### config.mk
export PLATFORM = sky130hd
export DESIGN_NAME = shift_seq_ctrl_flat
export DESIGN_NICKNAME = d
export VERILOG_FILES = /design/src/rtl/shift_seq_pkg.sv /design/src/rtl/shift_seq_ctrl_if.sv /design/src/rtl/shift_reg_core.sv /design/src/rtl/shift_seq_ctrl.sv /design/src/flat_wrapper.sv
export SDC_FILE = /design/constraint.sdc
export NUM_CORES = 1
export LEC_CHECK = 0
export ABC_AREA = 1
export CORE_ASPECT_RATIO = 1.2
export CORE_MARGIN = 5
export CORE_UTILIZATION = 39
export CTS_CLUSTER_SIZE = 10
export DETAILED_ROUTE_END_ITERATION = 10
export PLACE_DENSITY_LB_ADDON = 0.2
export SYNTH_ARGS = -nofsm -noshare
export SYNTH_HDL_FRONTEND = slang
export SYNTH_SLANG_ARGS = --single-unit
### constraint.sdc
create_clock -name clk -period 1.9 [get_ports clk]
set_input_delay 0.38 -clock clk [delete_from_list [all_inputs] [get_ports clk]]
set_output_delay 0.38 -clock clk [all_outputs]
set_load 0.02 [all_outputs]
### src/rtl/shift_seq_pkg.sv
// Shared types and constants for the shift sequencer.
// SHIFT_SEQ_PARITY_EN adds the PARITY state to the state enum.
package shift_seq_pkg;

    localparam int unsigned DefaultWidth = 8;

    localparam logic ModeTx = 1'b0;
    localparam logic ModeRx = 1'b1;

`ifdef SHIFT_SEQ_PARITY_EN
    typedef enum logic [1:0] {
        StIdle   = 2'd0,
        StShift  = 2'd1,
        StParity = 2'd2,
        StDone   = 2'd3
    } state_e;
`else
    typedef enum logic [1:0] {
        StIdle  = 2'd0,
        StShift = 2'd1,
        StDone  = 2'd3
    } state_e;
`endif

endpackage

### src/rtl/shift_seq_ctrl_if.sv
// Handshake and data bundle between a transfer requester (master) and the
// shift sequencer (slave).
interface shift_seq_ctrl_if #(
    parameter int unsigned WIDTH = shift_seq_pkg::DefaultWidth
);
    logic             start;
    logic             mode;
    logic             abort;
    logic [WIDTH-1:0] data_in;
    logic             serialIn;
    logic             serialOut;
    logic [WIDTH-1:0] paralellOut;
    logic             busy;
    logic             done;
    logic             parity_err;

    modport master (
        output start, mode, abort, data_in, serialIn,
        input  serialOut, paralellOut, busy, done, parity_err
    );

    modport slave (
        input  start, mode, abort, data_in, serialIn,
        output serialOut, paralellOut, busy, done, parity_err
    );
endinterface

### src/rtl/shift_reg_core.sv
// Loadable bidirectional shift register; dir=0 shifts toward bit 0 (LSB out
// first), dir=1 shifts toward the MSB (MSB out first).
module shift_reg_core #(
    parameter int unsigned WIDTH = 8
) (
    input  logic             clk,
    input  logic             reset,
    input  logic             load,
    input  logic             shift,
    input  logic             dir,
    input  logic [WIDTH-1:0] din,
    input  logic             sin,
    output logic             sout,
    output logic [WIDTH-1:0] q
);

    logic [WIDTH-1:0] reg_d, reg_q;

    always_comb begin
        reg_d = reg_q;
        if (load) begin
            reg_d = din;
        end else if (shift) begin
            reg_d = dir ? {reg_q[WIDTH-2:0], sin} : {sin, reg_q[WIDTH-1:1]};
        end
    end

    always_ff @(posedge clk or negedge reset) begin
        if (!reset) begin
            reg_q <= '0;
        end else begin
            reg_q <= reg_d;
        end
    end

    assign sout = dir ? reg_q[WIDTH-1] : reg_q[0];
    assign q    = reg_q;

endmodule

### src/rtl/shift_seq_ctrl.sv
// Shift sequencer: FSM and bit counter driving shift_reg_core for one
// transmit or receive transfer. SHIFT_SEQ_PARITY_EN adds an even-parity bit.
module shift_seq_ctrl
    import shift_seq_pkg::*;
#(
    parameter int unsigned WIDTH     = DefaultWidth,
    parameter bit          MSB_FIRST = 1'b0
) (
    input  logic            clk,
    input  logic            reset,
    shift_seq_ctrl_if.slave bus
);

    localparam int unsigned    CntW    = $clog2(WIDTH + 1);
    localparam logic [CntW-1:0] LastCnt = CntW'(WIDTH - 1);

    state_e           state_q;
    logic [CntW-1:0]  cnt_q;
    logic             mode_q;
    logic [WIDTH-1:0] par_q;
    logic             busy_q;
    logic             done_q;
    logic             serial_out;

    logic             load;
    logic             shift_en;
    logic [WIDTH-1:0] din;
    logic             sin;
    logic             sout;
    logic [WIDTH-1:0] reg_q;

    // Transmit recirculates sout so the register holds the sent word at the end.
    always_comb begin
        load     = (state_q == StIdle) && bus.start && !bus.abort;
        shift_en = (state_q == StShift) && !bus.abort;
        din      = (bus.mode == ModeTx) ? bus.data_in : '0;
        sin      = (mode_q == ModeTx) ? sout : bus.serialIn;
    end

    function automatic logic [WIDTH-1:0] shifted(input logic [WIDTH-1:0] v, input logic b);
        if (MSB_FIRST) begin
            return {v[WIDTH-2:0], b};
        end
        return {b, v[WIDTH-1:1]};
    endfunction

    shift_reg_core #(
        .WIDTH(WIDTH)
    ) u_core (
        .clk  (clk),
        .reset(reset),
        .load (load),
        .shift(shift_en),
        .dir  (MSB_FIRST),
        .din  (din),
        .sin  (sin),
        .sout (sout),
        .q    (reg_q)
    );

`ifdef SHIFT_SEQ_PARITY_EN
    logic perr_q;
`endif

    always_ff @(posedge clk or negedge reset) begin
        if (!reset) begin
            state_q <= StIdle;
            cnt_q   <= '0;
            mode_q  <= ModeTx;
            par_q   <= '0;
            busy_q  <= 1'b0;
            done_q  <= 1'b0;
`ifdef SHIFT_SEQ_PARITY_EN
            perr_q  <= 1'b0;
`endif
        end else begin
            done_q <= 1'b0;
            unique case (state_q)
                StIdle: begin
                    if (bus.start && !bus.abort) begin
                        state_q <= StShift;
                        cnt_q   <= '0;
                        mode_q  <= bus.mode;
                        busy_q  <= 1'b1;
`ifdef SHIFT_SEQ_PARITY_EN
                        perr_q  <= 1'b0;
`endif
                    end
                end
                StShift: begin
                    if (bus.abort) begin
                        state_q <= StIdle;
                        busy_q  <= 1'b0;
                    end else begin
                        cnt_q <= cnt_q + CntW'(1);
                        if (cnt_q == LastCnt) begin
`ifdef SHIFT_SEQ_PARITY_EN
                            state_q <= StParity;
`else
                            state_q <= StDone;
                            done_q  <= 1'b1;
                            par_q   <= shifted(reg_q, sin);
`endif
                        end
                    end
                end
`ifdef SHIFT_SEQ_PARITY_EN
                StParity: begin
                    if (bus.abort) begin
                        state_q <= StIdle;
                        busy_q  <= 1'b0;
                    end else begin
                        state_q <= StDone;
                        done_q  <= 1'b1;
                        par_q   <= reg_q;
                        if (mode_q == ModeRx) begin
                            perr_q <= bus.serialIn ^ (^reg_q);
                        end
                    end
                end
`endif
                StDone: begin
                    state_q <= StIdle;
                    busy_q  <= 1'b0;
                end
                default: begin
                    state_q <= StIdle;
                    busy_q  <= 1'b0;
                end
            endcase
        end
    end

    always_comb begin
        serial_out = 1'b0;
        if (mode_q == ModeTx) begin
            if (state_q == StShift) begin
                serial_out = sout;
            end
`ifdef SHIFT_SEQ_PARITY_EN
            if (state_q == StParity) begin
                serial_out = ^reg_q;
            end
`endif
        end
    end

    assign bus.serialOut   = serial_out;
    assign bus.paralellOut = par_q;
    assign bus.busy        = busy_q;
    assign bus.done        = done_q;
`ifdef SHIFT_SEQ_PARITY_EN
    assign bus.parity_err  = perr_q;
`else
    assign bus.parity_err  = 1'b0;
`endif

endmodule

### src/flat_wrapper.sv
// flat-port wrapper written by rule: the top's interface ports become plain ports
module shift_seq_ctrl_flat import shift_seq_pkg::*;
#(
    parameter int unsigned WIDTH     = DefaultWidth,
    parameter bit          MSB_FIRST = 1'b0
)
  (clk, reset, bus_start, bus_mode, bus_abort, bus_data_in, bus_serialIn, bus_serialOut, bus_paralellOut, bus_busy, bus_done, bus_parity_err);
  shift_seq_ctrl_if #(.WIDTH(WIDTH)) bus_i ();
  input  logic clk;
  input  logic reset;
  input wire logic [$bits(bus_i.start)-1:0] bus_start;
  input wire logic [$bits(bus_i.mode)-1:0] bus_mode;
  input wire logic [$bits(bus_i.abort)-1:0] bus_abort;
  input wire logic [$bits(bus_i.data_in)-1:0] bus_data_in;
  input wire logic [$bits(bus_i.serialIn)-1:0] bus_serialIn;
  output wire logic [$bits(bus_i.serialOut)-1:0] bus_serialOut;
  output wire logic [$bits(bus_i.paralellOut)-1:0] bus_paralellOut;
  output wire logic [$bits(bus_i.busy)-1:0] bus_busy;
  output wire logic [$bits(bus_i.done)-1:0] bus_done;
  output wire logic [$bits(bus_i.parity_err)-1:0] bus_parity_err;
  assign bus_i.start = bus_start;
  assign bus_i.mode = bus_mode;
  assign bus_i.abort = bus_abort;
  assign bus_i.data_in = bus_data_in;
  assign bus_i.serialIn = bus_serialIn;
  assign bus_serialOut = bus_i.serialOut;
  assign bus_paralellOut = bus_i.paralellOut;
  assign bus_busy = bus_i.busy;
  assign bus_done = bus_i.done;
  assign bus_parity_err = bus_i.parity_err;
  shift_seq_ctrl #(.WIDTH(WIDTH), .MSB_FIRST(MSB_FIRST)) u_core (.clk(clk), .reset(reset), .bus(bus_i));
endmodule
Word-level counts from Yosys, hierarchy flattened
Index checks and enable logic that the tools add are counted.
Widths: inputs -> output; s select.
Cells by class
  shift-type cells: 0
  $add $sub $neg: 1
  reduce and logical (&&, ||, !) cells: 13
  multiplexer cells: 19
  magnitude comparators: 0
  eq/ne operators: 6
  bitwise operators: 1
  div/mod/pow operators: 0
  $mul: 0
Operators with widths (number)
  $mux 8: 3
  $mux 1: 8
  $mux 4: 2
  $pmux 4 s2: 1
  $mux 2: 3
  $reduce_and 2->1: 3
  $reduce_and 3->1: 2
  $add 4x1->4 const B: 1
  $eq 4x3->1 const B: 1
  $logic_and 1x1->1: 4
  $ne 2x2->1 const B: 2
  $pmux 2 s2: 1
  $reduce_bool 2->1: 2
  $ne 3x2->1 const B: 1
  $eq 2x1->1 const B: 1
  $logic_not 2->1: 1
  $ne 2x1->1 const B: 1
  $pmux 1 s2: 1
  $logic_not 1->1: 1
  $not 1->1: 1
Word-level totals
  register bits: 25
  memories kept: 0
  bits in latches: 0
  memory bits (writable): 0
  input bits: 14
  ROM bits: 0

Depth between registers and ports, before layout
Gate-level depths: netlist of the first run.
  depth in word-level cells: 4
  mapped depth: 8
  mapped depth without buffers: 7

By module
From an unflattened synthesis of the first run, not the netlist that was laid out.
Second synthesis, totals
  cell total of the unflattened synthesis: 192
  area total of the unflattened synthesis: 1357.6 sq um
Modules (own cells, without submodules)
  shift_seq_ctrl: cells an instance 110, area each 834.6 sq um, times used 1
  shift_reg_core: cells an instance 82, area each 523.0 sq um, times used 1

Least setup slack after synthesis of the first run
OpenSTA, ideal clock, no wires.
  path type: reg2out
  start: register u_core.state_q[1]
  end: output port bus_serialOut
  cell stages (with the launch flop): 4
  data required time: 1.520 ns
  data arrival time: 0.873 ns
  slack: 0.647 ns
  cell sequence: dfrtp_1 -> inv_1 -> nand2_1 -> nor2_1
On the way
  longest elaborated chain between the ends: 3
RTL lines
  from (decl): line shift_seq_ctrl.sv:17  | state_e state_q;
  from (signal assigned): line shift_seq_ctrl.sv:67  | state_q <= StIdle;
  from (signal assigned): line shift_seq_ctrl.sv:81  | state_q <= StShift;
  from (signal assigned): line shift_seq_ctrl.sv:92  | state_q <= StIdle;
  $eq 2x1->1: line shift_seq_ctrl.sv:137  | if (state_q == StShift) begin
  $mux 1: line shift_seq_ctrl.sv:137
  $mux 1: line shift_seq_ctrl.sv:136  | if (mode_q == ModeTx) begin
  to (decl): line flat_wrapper.sv:16  | output wire logic [$bits(bus_i.serialOut)-1:0] bus_serialOut;
No other way between the ends.

Worst setup path in the final report of the first run
Same ends and word-level chain as after synthesis.

==> reports/summary.txt, run 1 <==
Most used DFF post-synth: dfrtp_1
reg2reg path depth: 6
Die Wd: 61.8 um
maxcap violations: 0
crit path from: u_core.state_q[1]$_DFFE_PN0P_
IO Count: 26
data arrival time of the worst path: 1.41 ns
Starting DRT DRC Count: 31
Crit-path slowest cell: dfrtp_1
Syn Inst Count: 152
drt total wl: 2470 um
Synth Warn #: 0
Initial Util: 0.407
H-tree Lvls: 1
initial antenna violation count: 0
first-pass GRT wire length: 4270 um
clock sink count: 25
vias post-DR: 1011
Synth Area per Inst: 8.26 um^2
Yosys reg bits: 25
post-CTS sizing: 1
Slew Limit Fails: 0
largest fanout on the critical path: 2
final hold vios: 0
Total Power Consumption: 1180 uW
root buffer cell: clkbuf_4
Fin Setup TNS: 0 ns
asr flop ratio synth: 1.00
HP Class: primary input to asynchronous set/reset pin
antenna-violating nets left: 0
GP Congestion: 0.780
CTS tree: built
drt drc: 0
post-synth top area share: 0.499
vias in the first global route: 971
input/output buffers: 24
syn_nets: 167
CTS Hold Buffers Added: 0
number of flops mapped to enable cells by yosys: 0
critical path class: register to output pin
pre-CTS WS: 0.0950 ns
Final Skew: 0.00721 ns
Via density: 4.77
Longest Clk Path Bufs: 2
final setup margin: 0.109 ns
clock-pin slew on the worst setup and hold paths: 0.13 ns
part of the cycle the worst path needs: 0.943
P per Cell Area: 768 nW/um^2
Synth area leaders: dfrtp_1, nand2_1, nand3_1
Initial DRT Pass Iterations: 4
Yosys cell types: 21
CTS Buf Count: 3
crit start category: register
Synth area leader: dfrtp_1
Final nets: 192
area of the core: 3080 um^2
ANT cells: 0
HPWL Detailed: 1870 um
Leakage: 0.000787 uW
Die Span Y: 72.1 um
r2r setup slk: 0.47 ns
Critical Path End Type: output pin
Worst-Skew Late Latency: 0.32 ns
count leader, synth: nand2_1
area of the die: 4460 um^2
fmax: 558 MHz
CP Cell Sequence: inv_1 > nand2_1 > nor2_1 > dlygate4sd2_1
Required @ worst endpoint: 1.52 ns
share of cells above drive strength 1: 0.0795
total track usage: 0.124
Final min period: 1.79 ns
Area growth, synth to finish: 21.9%
Cell Area, Synth: 1250 um^2
Final Setup Violations: 0
row count: 22
register area share after synthesis: 0.499
status: complete, no violations
CP max stage delay: 0.43 ns
top cells by count, synth: nand2_1, dfrtp_1, nand3_1, inv_1, o21ai_1
R2R Path Start: u_core.state_q[0]$_DFFE_PN0P_
worst vdd ir: 424 uV
Setup Buffers After CTS: 0
drt wl/cell: 11.7 um
largest net degree at the start of global routing: 26
RSZ-0062 raised after global routing: false
RR Endpoint: u_core.u_core.q[4]$_DFFE_PN0P_
gr ovfl total: 0
## worst max-delay path: cells and delay by family (launching register included)
family | cells | cell delay [ns]
buffers and inverters | 2 | 0.46
DFF | 1 | 0.43
and+or+nand+nor | 2 | 0.21
## where the power goes
part	internal, uW	total [uW]	switching (uW)	leakage (uW)
Combinational	114	263	149	0.000436
Sequential	609	680	71.4	0.000337
Clock	82.1	232	150	0.0000150
Total	805	1180	371	0.000787
## metal layers
layer | GRT usage | wire length, um | vias to the layer above
met5 | 0 | 0 | -
met3 | 0.0214 | 132 | 4
met1 | 0.173 | 1190 | 442
met2 | 0.191 | 1130 | 27
li1 | - | - | 538
met4 | 0.0425 | 23 | 0
## worst max-delay path by stage
| stage | to | slack (ns) | cells after the start |
|---|---|---|---|
| floorplan | bus_serialOut | 0.65 | 3 |
| global placement | u_core.u_core.q[5]$_DFFE_PN0P_ | 0.13 | 8 |
| detailed placement | u_core.u_core.q[0]$_DFFE_PN0P_ | 0.1 | 7 |
| CTS | bus_serialOut | 0.09 | 4 |
| global route | bus_serialOut | 0.02 | 4 |
| finish | bus_serialOut | 0.11 | 4 |
## area by class of cell
class	instances	area [um^2]
Sequential cell	25	626
Tap cell	36	45.0
Clock buffer	4	26.3
Inverter	14	52.6
Timing Repair Buffer	25	246
Fill cell	314	1550
Multi-Input combinational cell	108	534
## layout by cell type, fill, tap and decap left out, drive strengths merged, types with 3 or more instances in the layout
cell            n
clkbuf          4
clkdlybuf4s50  23
dfrtp          25
inv            14
nand2          56
nand3          21
nand4           3
nor2           11
o21ai          13
## registers in the layout, indices dropped and copies added, names as in the netlist
register                flops
u_core.mode_q               1
u_core.cnt_q                4
u_core.bus.done             1
u_core.bus.busy             1
u_core.bus.paralellOut      8
u_core.u_core.q             8
u_core.state_q              2
## through the flow
step,hold slack (ns),utilization,instance area [um^2],cells
floorplan,0.0844,-,1250,152
global placement,0.463,0.488,1510,208
detailed placement,0.469,0.488,1510,208
CTS,0.408,0.496,1530,212
global route,0.419,0.496,1530,212
finish,0.401,0.496,1530,212
## cell families (layout without fill, tap and decap cells)
family                   count (synthesis)  in the layout  share of synthesized area
buffers and inverters                   19             43                     0.0758
AO/OA/AOI/OAI                           14             14                     0.0588
other                                    1              1                    0.00299
AND/OR/NAND/NOR                         92             92                      0.354
flip-flops                              25             25                      0.499
adder cells (fa/ha/maj)                  1              1                    0.00997
No activity file was read; power rests on OpenSTA's default activity.
==> run 2: changes to the inputs <==
--- a/config.mk
+++ b/config.mk
@@ -12,6 +12,7 @@
 export CTS_CLUSTER_SIZE = 10
 export DETAILED_ROUTE_END_ITERATION = 10
 export PLACE_DENSITY_LB_ADDON = 0.2
+export SLEW_MARGIN = 20
 export SYNTH_ARGS = -nofsm -noshare
 export SYNTH_HDL_FRONTEND = slang
 export SYNTH_SLANG_ARGS = --single-unit
==> results of run 2 <==
The final DEF is identical to that of run 1; final timing and power are the same.
==> run 3: changes to the inputs <==
--- a/config.mk
+++ b/config.mk
@@ -5,12 +5,12 @@
 export SDC_FILE = /design/constraint.sdc
 export NUM_CORES = 1
 export LEC_CHECK = 0
-export ABC_AREA = 1
 export CORE_ASPECT_RATIO = 1.2
 export CORE_MARGIN = 5
 export CORE_UTILIZATION = 39
 export CTS_CLUSTER_SIZE = 10
 export DETAILED_ROUTE_END_ITERATION = 10
+export GPL_TIMING_DRIVEN = 0
 export PLACE_DENSITY_LB_ADDON = 0.2
 export SLEW_MARGIN = 20
 export SYNTH_ARGS = -nofsm -noshare
==> run 3 against run 2 <==
  * Non-clock buffer count up 5
  * Combinational power up 98%
  * Hold slack worse by 0.37 ns
  * Fmax down 3.4%
  * Register-to-register slack worse by 0.42 ns
  * Critical endpoint is now u_core.u_core.q[2]$_DFFE_PN0P_
==> reports/summary.txt, run 3 <==
Final Skew: 0.00248 ns (-0.00473 ns)
GP Congestion: 0.757 (-2.9%)
root buffer cell: clkbuf_4
Synth area leaders: dfrtp_1, mux2_2, a21oi_1
drt total wl: 2360 um (-4.6%)
status: complete, no violations
number of flops mapped to enable cells by yosys: 0 (unchanged)
Die Wd: 59.1 um (-4.4%)
top cells by count, synth: dfrtp_1, a21oi_1, mux2_2, nor3_1
Worst-Margin Slew: 0.780 ns
Crit-path slowest cell: or4b_1
part of the cycle the worst path needs: 0.976 (+0.0336)
CTS tree: built
Syn Inst Count: 96 (-37%)
post-synth top area share: 0.556 (+0.0571)
data arrival time of the worst path: 2.07 ns (+0.66 ns)
Total Power Consumption: 1550 uW (+32%)
share of cells above drive strength 1: 0.169 (+0.0898)
Most used DFF post-synth: dfrtp_1
register area share after synthesis: 0.556 (+0.0571)
antenna-violating nets left: 0 (unchanged)
Starting DRT DRC Count: 29 (-6.5%)
Leakage: 0.000646 uW (-18%)
Cell Area, Synth: 1130 um^2 (-10%)
row count: 21 (-4.5%)
Yosys cell types: 29 (+38%)
vias post-DR: 835 (-17%)
maxcap violations: 0 (unchanged)
Synth area leader: dfrtp_1
Clock power frac: 0.150 (-0.048)
Int Power: 1040 uW (+29%)
Slew HR: 0.479
switching portion of total power: 0.327 (+0.0115)
clock-pin slew on the worst setup and hold paths: 0.13 ns (about the same)
Fin Setup TNS: 0 ns (unchanged)
H-tree Lvls: 1 (unchanged)
worst vdd ir: 661 uV (+56%)
area of the die: 4070 um^2 (-8.8%)
drt drc: 0 (unchanged)
Initial Util: 0.404 (-0.00275)
P per Cell Area: 1060 nW/um^2 (+38%)
HPWL Detailed: 1710 um (-8.5%)
critical path class: register to register
gr ovfl total: 0 (unchanged)
Die Span Y: 68.9 um (-4.5%)
initial antenna violation count: 0 (unchanged)
HP Class: primary input to asynchronous set/reset pin
net switching power: 506 uW (+36%)
most frequent cells in the layout: dfrtp_1, clkdlybuf4s50_1, a21oi_1
Critical Path End Type: register
reg2reg path depth: 4 (-2)
Yosys reg bits: 25 (unchanged)
largest fanout on the critical path: 9 (+7)
Combinational Power Share: 0.337 (+0.113)
Synth Area per Inst: 11.7 um^2 (+42%)
Initial DRT Pass Iterations: 4 (unchanged)
total track usage: 0.127 (+0.00327)
Required @ worst endpoint: 2.11 ns (+0.59 ns)
asr flop ratio synth: 1.00 (unchanged)
Final min period: 1.85 ns (+0.0638 ns)
first-pass GRT wire length: 3950 um (-7.4%)
ANT cells: 0 (unchanged)
crit start category: register
Longest Clk Path Bufs: 2 (unchanged)
Area growth, synth to finish: 29.2%
Via density: 5.28 (+11%)
IO Count: 26 (unchanged)
commonest non-fill, non-tap cell in the layout: dfrtp_1
input/output buffers: 24 (unchanged)
CP max stage delay: 0.70 ns (+0.27 ns)
Slew Limit Fails: 0 (unchanged)
count leader, synth: dfrtp_1
area of the core: 2790 um^2 (-9.7%)
vias in the first global route: 853 (-12%)
Final nets: 140 (-27%)
CTS Hold Buffers Added: 0 (unchanged)
syn_nets: 111 (-34%)
final hold vios: 0 (unchanged)
CTS Buf Count: 3 (unchanged)
fmax: 539 MHz (-3.4%)
drt wl/cell: 14.9 um (+28%)
Worst-Skew Late Latency: 0.31 ns (about the same)
CP Cell Sequence: buf_2 > or4b_1 > and3_1 > a221o_1
largest net degree at the start of global routing: 26 (unchanged)
clock sink count: 25 (unchanged)
Flop pwr share: 0.512 (-0.066)
RSZ-0062 raised after global routing: false
Synth Warn #: 0 (unchanged)
Final Setup Violations: 0 (unchanged)
run 3: what timing repair did:
action	CTS	global route
gates resized for setup	3	1
hold endpoints to repair	0	0
endpoints found under the setup margin	20	2
buffers inserted	1	0
pin swaps	1	0
run 3: metal layers:
metal,routed length [um],up-vias,part of all wire,track usage
li1,-,406,-,-
met1,1100,400,0.47,0.168
met2,1100,27,0.46,0.203
met3,154,2,0.065,0.0317
met4,8,0,0.0034,0.0425
met5,0,-,0,0
run 3: power groups by stage:
stage	Combinational [uW]	Clock (uW)	Sequential, uW
final	522	233	793
after global routing	571	269	818
after floorplan	255	0	847
after global placement	513	0	799
after CTS	530	241	793
after detailed placement	526	0	804
run 3: kinds of logic (layout without fill, tap and decap cells):
family                   count (synthesis)  count (layout)  synth area share
AND/OR/NAND/NOR                         33              33             0.187
buffers and inverters                    7              35            0.0356
flip-flops                              25              25             0.556
other                                    1               1           0.00333
adder cells (fa/ha/maj)                  1               1            0.0111
multiplexers                             8               8            0.0800
AO/OA/AOI/OAI                           21              21             0.128
run 3: path summary, 6_finish.rpt:
kind | startpoint | endpoint | slack (ns)
setup / recovery | u_core.state_q[0]$_DFFE_PN0P_ | u_core.u_core.q[2]$_DFFE_PN0P_ | 0.05
hold / removal | reset | u_core.state_q[1]$_DFFE_PN0P_ | 0.03
setup reg to reg | u_core.state_q[0]$_DFFE_PN0P_ | u_core.u_core.q[2]$_DFFE_PN0P_ | 0.05
hold reg to reg | u_core.cnt_q[0]$_DFFE_PN0P_ | u_core.cnt_q[0]$_DFFE_PN0P_ | 0.51
max in group asynchronous | reset | u_core.cnt_q[0]$_DFFE_PN0P_ | 1.51
min in group clk | u_core.cnt_q[0]$_DFFE_PN0P_ | u_core.cnt_q[0]$_DFFE_PN0P_ | 0.51
run 3: critical path, delay by kind of cell, from the launching register on:
kind	cells	cell delay [ns]
AO/OA/AOI/OAI	1	0.25
buffers and inverters	1	0.16
AND/OR/NAND/NOR	2	0.96
flip-flops	1	0.38
run 3: final cells by class:
class / instances / area [um^2]
tap: 34 / 42.5
clock inverter: 1 / 5.00
buffer: 5 / 32.5
sequential: 25 / 626
multi-input combinational: 64 / 469
clock buffer: 3 / 22.5
fill: 281 / 1330
timing repair buffer: 25 / 254
inverter: 1 / 3.75
run 3: per-stage QoR:
step	utilization	setup slack [ns]	instance area (um^2)	cells	hold WS, ns
global route	0.522	0.00525	1460	158	0.0602
finish	0.522	0.0452	1460	158	0.0325
detailed placement	0.504	-0.535	1400	154	0.404
global placement	0.506	-0.507	1410	154	0.479
CTS	0.523	0.0292	1460	159	0.0477
floorplan	-	0.0995	1130	96	0.0844
==> RTL edit 1 (settings of run 1) <==
`MSB_FIRST` is set to 1'b0 in 2 places; all go to 1'b1.
--- a/src/rtl/shift_seq_ctrl.sv
+++ b/src/rtl/shift_seq_ctrl.sv
@@ -6,3 +6,3 @@
     parameter int unsigned WIDTH     = DefaultWidth,
-    parameter bit          MSB_FIRST = 1'b0
+    parameter bit          MSB_FIRST = 1'b1
 ) (
--- a/src/flat_wrapper.sv
+++ b/src/flat_wrapper.sv
@@ -4,3 +4,3 @@
     parameter int unsigned WIDTH     = DefaultWidth,
-    parameter bit          MSB_FIRST = 1'b0
+    parameter bit          MSB_FIRST = 1'b1
 )
Behaviour: not the same (Yosys sat finds a counterexample within 4 cycles, from zero or initial values and one cycle with reset low).
==> RTL edit 1 against run 1 <==
Wire length barely moved; final area grew 2.0%; sequential cell count is the same; clock power grew 5%; power grew 1.7%; worst setup slack better by 8.3 ps; area after synthesis is 0.30% lower; critical path type unchanged; critical endpoint unchanged; largest cell class unchanged.
==> RTL edit 1: results (changes against run 1) <==
| Metric | Value |
|---|---|
| Worst IR Drop VDD | `0.4055 mV (-4.4%)` |
| CTS Hold Bufs | `0 (unchanged)` |
| Synthesized Nets | `173 (+3.6%)` |
| Post-synth EDFFs | `0 (unchanged)` |
| Arr. time, crit path | `1400 ps` |
| Unique cell type count in the Yosys netlist | `19 (-9.5%)` |
| Post-synth top cells | `58 x nand2_1, 25 x dfrtp_1, 20 x nand3_1, 15 x inv_1, 10 x o21ai_0` |
| DR iter-0 viols | `49 (+58%)` |
| Proportion of layout cells with a drive suffix above 1 | `0.07650 (-0.003043)` |
| Final nets | `199 (+3.6%)` |
| Total track usage | `0.1321 (+0.008259)` |
| Pre-antenna DRT Iters | `5 (+1)` |
| Vias in the first global route | `1074 (+11%)` |
| IO Port Bufs | `24 (unchanged)` |
| Status | `complete, no violations` |
| Dpl hpwl | `1.884 mm (+0.92%)` |
| Leak | `0.8164 nW (+3.7%)` |
| Worst-path clk slew | `150 ps (+20 ps)` |
| First-pass GRT wire length | `4.526 mm (+6.0%)` |
| Switching Share | `0.3196 (+0.004394)` |
| H-tree levels | `1 (unchanged)` |
| Post-DR vias/cell | `4.781 (+0.25%)` |
| Largest net degree at the start of global routing | `26 (unchanged)` |
| TritonCTS Buffers | `3 (unchanged)` |
| Routability cong. | `0.8164 (+4.7%)` |
| Post-synth top flop | `dfrtp_1` |
| Skew final | `12.73 ps (+5.517 ps)` |
| Register area share after synthesis | `0.5000 (+0.001496)` |
| Skew-Pair Late Insertion Delay | `320 ps (about the same)` |
| Post-Route WL | `2.472 mm (about the same)` |
| Synth area leaders | `dfrtp_1 50%, nand2_1 17%, nand3_1 8.0%` |
| Fill count | `338 (+7.6%)` |
| Yosys warnings | `0 (unchanged)` |
[RTL edit 1: changes by cell type after synthesis, sizes merged]
cell / before / now
clkbuf: 0 / 1
nor2: 11 / 12
inv: 14 / 15
buf: 5 / 6
nand2: 56 / 59
nand4: 3 / 2
[RTL edit 1: area by class of cell]
class | count | area, µm² | area share
flip-flops and latches | 25 | 625.6 | 0.4010
multi-input cells | 111 | 520.5 | 0.3336
repair buffers | 28 | 282.8 | 0.1812
inverters | 15 | 56.30 | 0.03609
well taps | 36 | 45.04 | 0.02887
clock buffers | 3 | 22.52 | 0.01443
clock inverters | 1 | 7.507 | 0.004812
[RTL edit 1: repair_timing]
item	CTS	global route
resized for setup	1	1
setup endpoints to repair	1	1
setup buffers	0	0
[RTL edit 1: layer usage]
metal  track usage  routed length [µm]  up-vias
met1        0.1713                1166      464
met2        0.2061                1127       31
met3       0.02847                 135        4
met4       0.06132                  42        0
li1              -                   -      548
met5             0                   0        -
[RTL edit 1: cell families (layout without fill, tap and decap cells)]
kind of cell,after synthesis,after routing,share of synthesized area
other cells,1,1,0.002997
compound gates,14,14,0.05599
flops,25,25,0.5000
buf+inv,22,47,0.08399
fa+ha+maj,1,1,0.009998
simple gates,95,95,0.3470
[RTL edit 1: final timing paths]
| kind | start | to | slack, ps | cells past startpoint |
|---|---|---|---|---|
| worst min-delay path | reset | u_core.bus.paralellOut[3] | 400 | 2 |
| max in group asynchronous | reset | u_core.bus.paralellOut[2] | 1240 | 2 |
| worst max-delay path | u_core.state_q[1] | bus_serialOut | 120 | 4 |
| worst max register to register | u_core.state_q[0] | u_core.u_core.q[7] | 490 | 7 |
| worst min register to register | u_core.bus.paralellOut[4] | u_core.bus.paralellOut[4] | 510 | 2 |
| min in group clk | u_core.bus.paralellOut[4] | u_core.bus.paralellOut[4] | 510 | 2 |
[RTL edit 1: metrics by stage]
step / util / std cells / setup WS (ps) / area, µm²
2_1_floorplan: - / 158 / 649.9 / 1251
3_3_place_gp: 0.4963 / 215 / 223.4 / 1530
3_5_place_dp: 0.4963 / 215 / 179.8 / 1530
4_1_cts: 0.5057 / 219 / 75.31 / 1559
5_1_grt: 0.5061 / 219 / 19.57 / 1560
6_report: 0.5061 / 219 / 117.3 / 1560
[RTL edit 1: power by group through the flow]
stage               Combinational, W  Sequential (W)  Clock [W]
floorplan                   0.000181        0.000682          0
global placement            0.000271        0.000686          0
detailed placement          0.000278        0.000690          0
CTS                         0.000277        0.000679   0.000252
global route                0.000312        0.000692   0.000280
finish                      0.000273        0.000679   0.000243
[RTL edit 1: worst register-to-register path: stages (launching register included)]
cell	delay, ps
dfrtp_1	480
nor2_4	230
nand2_2	130
buf_4	210
nand2_1	80
nand2_1	70
nand2_1	60
nand2_1	60
==> RTL edit 2 (config.mk and constraints of run 1) <==
Made on the original files. Re-encode `state_e` (3 states) as one-hot, 3 bits wide.
--- a/src/rtl/shift_seq_pkg.sv
+++ b/src/rtl/shift_seq_pkg.sv
@@ -17,6 +17,6 @@
 `else
-    typedef enum logic [1:0] {
-        StIdle  = 2'd0,
-        StShift = 2'd1,
-        StDone  = 2'd3
+    typedef enum logic [2:0] {
+        StIdle  = 3'b001,
+        StShift = 3'b010,
+        StDone  = 3'b100
     } state_e;
Behaviour: same outputs for any inputs over 10 cycles, from zero or initial values and one cycle with reset low; not proved beyond that.
==> RTL edit 2 against run 1 <==
Sequential share of layout area is 0.34 points higher; wire length is 4.7% higher; via count is 1.6% higher; sequential cell count is 1 higher; worst setup slack better by 32 ps; final area is 3.4% higher; synthesized cell count is 5.3% lower; power is 9.0% lower; count of clock-buffer cells in the layout stayed put; area after synthesis is 1.1% higher; combinational power is 41% lower; largest power group unchanged.
==> RTL edit 2: results (changes against run 1) <==
| Metric | Value |
|---|---|
| Status | `complete, no violations` |
| Skew final | `2.660 ps (-4.553 ps)` |
| First-pass GRT wire length | `4.650 mm (+8.9%)` |
| Total track usage | `0.1362 (+0.01231)` |
| Proportion of layout cells with a drive suffix above 1 | `0.1628 (+0.08325)` |
| Family with the most delay on the worst path | `flip-flops` |
| Post-DR vias/cell | `4.938 (+3.5%)` |
| Compound-Gate Fraction of Synth Area | `0.01874 (-0.04009)` |
| Vias in the first global route | `1066 (+9.8%)` |
| PostCTS Resize Cnt | `1 (unchanged)` |
| Synth area leaders | `dfrtp_1 49%, nand2_1 14%, nand3_1 11%` |
| Hold Path Class | `in2async` |
| Avg Cell Area, Syn | `8.811 µm² (+6.7%)` |
| Skew-Pair Late Insertion Delay | `320 ps (about the same)` |
| DR iter-0 viols | `56 (+81%)` |
| Final nets | `188 (-2.1%)` |
| Routability cong. | `0.8341 (+6.9%)` |
| Critical Path End | `bus_serialOut` |
| FFs w/ async S/R, synth | `1.000 (unchanged)` |
| Ant diodes | `0 (unchanged)` |
| Post-CTS setup buffers | `0 (unchanged)` |
| Total number of vias | `1027 (+1.6%)` |
| Mux cell area share after synthesis | `0 (unchanged)` |
| Synthesized Nets | `159 (-4.8%)` |
| Crit-path slowest cell | `dfstp_2` |
| Placed cell count | `204 (-1.9%)` |
| Post-Route WL | `2.586 mm (+4.7%)` |
| Critical path fanouts, max | `3 (+1)` |
| Post-synth top cells | `48 x nand2_1, 27 x nand3_1, 25 x dfrtp_1, 9 x nor2_1, 6 x inv_1` |
| Clock Path Buffers | `2 (unchanged)` |
| Arr. time, crit path | `1380 ps (-30 ps)` |
| Dpl hpwl | `2.015 mm (+7.9%)` |
| FF-to-FF setup slack | `420 ps (-50 ps)` |
| Reg2reg end | `u_core.cnt_q[1]` |
| Register area share after synthesis | `0.5138 (+0.01530)` |
| Worst IR Drop VDD | `0.4636 mV (+9.3%)` |
| CP Launch Point | `u_core.state_q[0]` |
| Worst-path clk slew | `140 ps` |
| Worst path max stage delay | `590 ps (+160 ps)` |
| Root Buffer | `clkbuf_4` |
| Unique cell type count in the Yosys netlist | `23 (+9.5%)` |
| Largest net degree at the start of global routing | `27 (+3.8%)` |
| Leak | `0.8017 nW (+1.8%)` |
| R2R depth | `7 (+1)` |
| Synth Area in Adders | `0.009862 (-0.0001082)` |
| Placed instance area | `0.001546 mm² (+2.7%)` |
| H-tree levels | `1 (unchanged)` |
==> RTL edit 2: changes by cell type in the layout (fill, tap and decap cells not counted), moves of 3 or more <==
cell     before  now
inv_1        13    6
inv_2         1    4
nand2_1      53   48
nand3_1      20   27
nand4_1       3    0
o21ai_1      11    1
==> RTL edit 2: cell families after synthesis <==
logic type / after synthesis
AND/OR/NAND/NOR: 97
flip-flops: 26
buffers and inverters: 15
AO/OA/AOI/OAI: 4
adder cells (fa/ha/maj): 1
other: 1
==> RTL edit 2: final cells by class <==
cell class                      count  area, µm²
Clock buffer                        4      36.28
Fill cell                         301       1529
Inverter                           12      60.06
Multi-Input combinational cell    103      526.8
Sequential cell                    26      651.9
Tap cell                           36      45.04
Timing Repair Buffer               27      261.5
==> RTL edit 2: worst min-delay path by stage <==
stage	start	end	slack, ps
final	reset	u_core.cnt_q[2]	400
after global routing	reset	u_core.cnt_q[2]	410
after detailed placement	u_core.bus.paralellOut[7]	u_core.bus.paralellOut[7]	470
after floorplan	reset	u_core.bus.busy	80
after CTS	reset	u_core.cnt_q[1]	400
after global placement	u_core.bus.paralellOut[2]	u_core.bus.paralellOut[2]	470
==> RTL edit 2: where the power goes <==
part	total [W]	switching, W	internal, W
sequential	0.000635	0.0000379	0.000597
combinational	0.000155	0.0000848	0.0000702
clock	0.000280	0.000163	0.000117
==> RTL edit 2: layer usage <==
layer | up-vias | global-route usage | wire, µm | share of wire
met5 | - | 0 | 0 | 0
met4 | 0 | 0.06604 | 36 | 0.014
met3 | 6 | 0.01779 | 85 | 0.033
met2 | 22 | 0.2224 | 1363 | 0.53
met1 | 485 | 0.1717 | 1100 | 0.43
li1 | 514 | - | - | -
==> RTL edit 2: through the flow <==
step                      hold WS, ps  setup slack [ps]  utilization
after floorplan                 84.41             620.3            -
after global placement          465.3             173.5       0.4972
after detailed placement        471.9             74.01       0.4972
after CTS                       395.7             106.4       0.5084
after global routing            412.6             55.30       0.5084
final                           402.8             140.8       0.5084
